File: config.mk
export PLATFORM = sky130hd
export DESIGN_NAME = seg_bcd_fmt
export DESIGN_NICKNAME = d
export VERILOG_FILES = /design/src/rtl/seg_bcd_fmt.sv
export SDC_FILE = /design/constraint.sdc
export NUM_CORES = 1
export LEC_CHECK = 0
export CAP_MARGIN = 5
export CORE_AREA = 3 3 93 95
export DETAILED_ROUTE_END_ITERATION = 8
export DIE_AREA = 0 0 96 98
export PLACE_DENSITY_LB_ADDON = 0.3
export SLEW_MARGIN = 25
export SYNTH_ARGS = -nofsm -noshare
export SYNTH_HDL_FRONTEND = slang
export SYNTH_SLANG_ARGS = --single-unit
File: constraint.sdc
create_clock -name clk1k -period 4.9 [get_ports clk1k]
set_clock_uncertainty 0.05 [all_clocks]
set_input_delay 0.98 -clock clk1k [delete_from_list [all_inputs] [get_ports clk1k]]
set_output_delay 0.98 -clock clk1k [all_outputs]
set_load 0.05 [all_outputs]
File: src/rtl/seg_bcd_fmt.sv
// -----------------------------------------------------------------------------
// seg_bcd_fmt
//   Converts two 10-bit unsigned amounts into six 4-bit display digit codes.
//   Each value pair is converted serially with shift-and-add-3 (double
//   dabble). The left operand is converted first, then the right one, and
//   both results are published together as one atomic update.
//
//   Digit codes: 0-9 = decimal digit, 4'hF = blank, 4'hE = dash.
//   A value above 999 is shown as three dashes.
//
// Parameters
//   BLANK_LZ  1 = blank leading zeros (units never blanked), 0 = show all.
//
// Ports
//   clk1k     in   1   clock (1 kHz tick domain)
//   clr       in   1   asynchronous reset, active low
//   in_valid  in   1   val_l / val_r are valid this cycle
//   in_ready  out  1   idle, a value pair can be accepted
//   val_l     in  10   left amount, binary unsigned
//   val_r     in  10   right amount, binary unsigned
//   seg       out 24   {L hund, L tens, L units, R hund, R tens, R units}
//   seg_vld   out  1   one-cycle pulse when seg takes a new value
// -----------------------------------------------------------------------------
module seg_bcd_fmt #(
  parameter bit BLANK_LZ = 1'b1
) (
  input  logic        clk1k,
  input  logic        clr,
  input  logic        in_valid,
  output logic        in_ready,
  input  logic [9:0]  val_l,
  input  logic [9:0]  val_r,
  output logic [23:0] seg,
  output logic        seg_vld
);

  typedef enum logic [1:0] {
    IDLE    = 2'd0,
    SHIFT_L = 2'd1,
    SHIFT_R = 2'd2,
    UPDATE  = 2'd3
  } state_t;

  localparam logic [23:0] SEG_RESET = 24'hFF0FF0;  // "  0  0"

  state_t      state, state_nxt;
  logic [9:0]  op_l, op_r;      // operands, shifted left one bit per iteration
  logic        ovf_l, ovf_r;    // operand above 999, shown as dashes
  logic [3:0]  cnt;             // iteration index within one operand
  logic [11:0] bcd_l, bcd_r;    // BCD accumulators
  logic        last_iter;

  assign last_iter = (cnt == 4'd9);
  assign in_ready  = (state == IDLE);

  // One double-dabble step: correct every nibble >= 5, then shift in a bit.
  function automatic logic [11:0] dabble(input logic [11:0] bcd,
                                         input logic        bit_in);
    logic [11:0] t;
    t = bcd;
    for (int i = 0; i < 3; i++) begin
      if (t[i*4 +: 4] >= 4'd5) t[i*4 +: 4] = t[i*4 +: 4] + 4'd3;
    end
    return {t[10:0], bit_in};
  endfunction

  // Map a converted value to three display codes (dash / blanking rules).
  // An out-of-range operand overflows the 12-bit accumulator, so its BCD
  // result is meaningless and is replaced wholesale by dashes.
  function automatic logic [11:0] fmt(input logic [11:0] bcd,
                                      input logic        ovf);
    logic [3:0] h, t, u;
    h = bcd[11:8];
    t = bcd[7:4];
    u = bcd[3:0];
    if (BLANK_LZ && h == 4'd0) begin
      h = 4'hF;
      if (t == 4'd0) t = 4'hF;
    end
    return ovf ? 12'hEEE : {h, t, u};
  endfunction

  // NOTE: sequential state uses non-blocking assignments so every register
  // samples pre-edge values, independent of statement order.
  always_ff @(posedge clk1k or negedge clr) begin
    if (!clr) state <= IDLE;
    else      state <= state_nxt;
  end

  // NOTE: state_nxt gets a default before the case so no path leaves it
  // unassigned, which would otherwise infer a latch.
  always_comb begin
    state_nxt = state;
    case (state)
      IDLE:    if (in_valid)  state_nxt = SHIFT_L;
      SHIFT_L: if (last_iter) state_nxt = SHIFT_R;
      SHIFT_R: if (last_iter) state_nxt = UPDATE;
      UPDATE:                 state_nxt = IDLE;
      default:                state_nxt = IDLE;
    endcase
  end

  // NOTE: every datapath register is reset, so an abort leaves no stale
  // operand, count or partial BCD behind and seg returns to its idle pattern.
  always_ff @(posedge clk1k or negedge clr) begin
    if (!clr) begin
      op_l    <= '0;
      op_r    <= '0;
      ovf_l   <= 1'b0;
      ovf_r   <= 1'b0;
      cnt     <= '0;
      bcd_l   <= '0;
      bcd_r   <= '0;
      seg     <= SEG_RESET;
      seg_vld <= 1'b0;
    end else begin
      seg_vld <= 1'b0;
      case (state)
        IDLE: begin
          if (in_valid) begin
            op_l  <= val_l;
            op_r  <= val_r;
            ovf_l <= (val_l > 10'd999);
            ovf_r <= (val_r > 10'd999);
            cnt   <= '0;
            bcd_l <= '0;
            bcd_r <= '0;
          end
        end
        SHIFT_L: begin
          bcd_l <= dabble(bcd_l, op_l[9]);
          op_l  <= {op_l[8:0], 1'b0};
          cnt   <= last_iter ? 4'd0 : cnt + 4'd1;
        end
        SHIFT_R: begin
          bcd_r <= dabble(bcd_r, op_r[9]);
          op_r  <= {op_r[8:0], 1'b0};
          cnt   <= last_iter ? 4'd0 : cnt + 4'd1;
        end
        UPDATE: begin
          seg     <= {fmt(bcd_l, ovf_l), fmt(bcd_r, ovf_r)};
          seg_vld <= 1'b1;
        end
        default: ;
      endcase
    end
  end

endmodule

==> flow_summary.ini <==
[global_route]
grt_pass1_wl_um = 13100
antenna_found_initial = 0
grt_max_degree = 48
grt_use_total_pct = 17.5
overflow = 0
grt_pass1_vias = 2845

[sta]
tns_ns = 0
setup-violations-final = 0
finalHoldViolCount = 0
fmax_mhz = 304
period_minus_slack_ns = 3.29
rsz0062_at_grt = false
fin_crit_sh_pct = 67.2
final_max_slew_viol_count = 0
worst_slew_pin_slew_ns = 0.807
max-slew-margin-rel_pct = 46.2
holdWs_ns = 0.432

[setup_path]
startpoint_type = flop
end_kind = output port
cp_data_arrival_time_ns = 2.26
required_ns = 3.87
path_class = reg2out
cp_max_fo = 12

[logic_synthesis]
async_flop_share_pct = 100
synth-edff-count = 0
synthFlopType = dfrtp_1
netlist_area_um2 = 3890
synthTopCellsByArea = dfrtp_1, dfstp_2, ha_1
seq_area_frac_synth_pct = 50.0
ys_ff_latch = 77
synth_top_cell_by_area = dfrtp_1
synthesis.nets = 420
yosysWarnings = 0
synth_cell_types = 42
syn_area_per_cell_um2 = 10.3
synth.top_cell.area_share_pct = 39.2
syn_inst = 379

[cts]
insertion_delay_ns = 0.36
cts_buffers = 9
cts_hold_buf = 0
cts_resized = 0
cts_setup_buffers = 0
clkSinkCount = 77
htreeDepth = 3
cts_tree = built
clock_path_buffers = 2
clk_pin_slew_worst_paths_ns = 0.07
cts_root_buf = clkbuf_8

[finish]
fill_cells = 704
areaGrowthSynthToFinish_pct = 18.1
final_cell_mix = dfrtp_1, clkdlybuf4s50_1, o21ai_0
diodes = 0
final_common_cell = dfrtp_1
final_nets = 464
fin_area_um2 = 4600
instances_no_fill = 530
final_layout_size_suffix_gt1_share_pct = 10.7

[power_and_ir_drop]
power_frac_clock_pct = 19.0
comb_power_share_pct = 45.1
p_leak_nw = 1.98
power_mw = 2.73
p_int_mw = 1.57
powerDensity_nw_per_um2 = 594
ir_worst_vdd_mv = 0.490
seq_power_share_pct = 35.8
switching_share_pct = 42.4
switching_power_mw = 1.16

[floorplanning]
die_x_um = 96
io_pins = 49
fp.dieArea_um2 = 9410
core_region_area_um2 = 7810
fp-row-count = 32
fp.dieH_um = 98
initial_core_util_pct = 49.9

[routing]
ant_nets = 0
drtIter0Drc = 147
drt-total-wl_um = 7670
vias_per_cell = 5.46
drc = 0
vias = 2892
routedWlPerCell_um = 14.5
firstDrtPassIters = 4

[place]
dpl.hpwl_um = 5270
place_area_um2 = 4400
gp_congestion = 0.789
io_buffers = 48
dp.cells = 514

[run_status]
outcome = completed

[min_path]
hp-class = reg2reg

[flow_run]
drv_cap = 0
synthesized netlist by cell type, drive strengths merged (7+ instances only):
library cell	number
nand2	35
nand3	11
mux2i	21
o31ai	8
nor2	35
nand2b	7
dfstp	16
inv	21
buf	11
ha	18
o21ai	38
o22ai	7
a21oi	22
dfrtp	61
through the flow:
step | utilization [%] | worst slack, ns
finish | 58.9 | 1.61
detailed placement | 56.3 | 2.00
CTS | 58.9 | 1.60
global placement | 56.3 | 2.03
floorplan | - | 2.86
global route | 58.9 | 1.51
logic make-up after synthesis:
kind of cell               after synthesis  synth area share (%)
and+or+nand+nor                        111                  14.4
AOI/OAI and AO/OA                       99                  15.8
DFF                                     77                  50.0
buffers and inverters                   38                  5.04
muxes                                   25                  6.55
adders and majority gates               18                  5.78
xor gates and xnor gates                11                  2.47
worst max-delay path: stages (launching register included):
cell and delay [ns]:
dfrtp_1 0.42, inv_1 0.09, ha_1 0.49, clkdlybuf4s50_1 0.91
layout make-up:
class                   instances  area (µm²)  share of cell area [%]
flip-flops and latches         77        1950                    42.3
clock buffers                  11         131                    2.85
multi-input cells             264        1750                    38.1
inverters                      21        78.8                    1.71
clock inverters                 5        75.1                    1.63
well taps                     102         128                    2.77
repair buffers                 50         490                    10.7
metal layers:
layer  up-vias  track usage (%)  share of wire (%)
met1      1400             23.1                 46
li1       1420                -                  -
met2        59             27.5                 48
met5         -                0                  0
met4         0             8.32                2.2
met3        13             3.47                3.8
worst paths after layout:
| kind | endpoint | slack [ns] | startpoint | cells past startpoint |
|---|---|---|---|---|
| hold reg to reg | op_l[7] | 0.43 | op_l[7] | 2 |
| setup / recovery | in_ready | 1.61 | state[0] | 3 |
| min in group asynchronous | op_l[4] | 0.66 | clr | 1 |
| hold / removal | op_l[7] | 0.43 | op_l[7] | 2 |
| setup reg to reg | bcd_r[3] | 2.50 | state[0] | 6 |
| max in group asynchronous | seg[23] | 3.11 | clr | 2 |
sequential cells by signal, summed over array words and instances, names as in the netlist, 2 cells and up:
signal  count
seg        24
bcd_r      12
state       2
bcd_l      12
op_r       10
op_l       10
cnt         4
power groups by stage:
stage	clock network, mW	logic (mW)	registers (mW)
2_1_floorplan	0	0.786	1.16
3_3_place_gp	0	1.20	0.978
3_5_place_dp	0	1.24	0.991
4_1_cts	0.526	1.24	0.979
5_1_grt	0.555	1.37	1.01
6_report	0.520	1.23	0.978
Power figures use the tool's default switching activity.
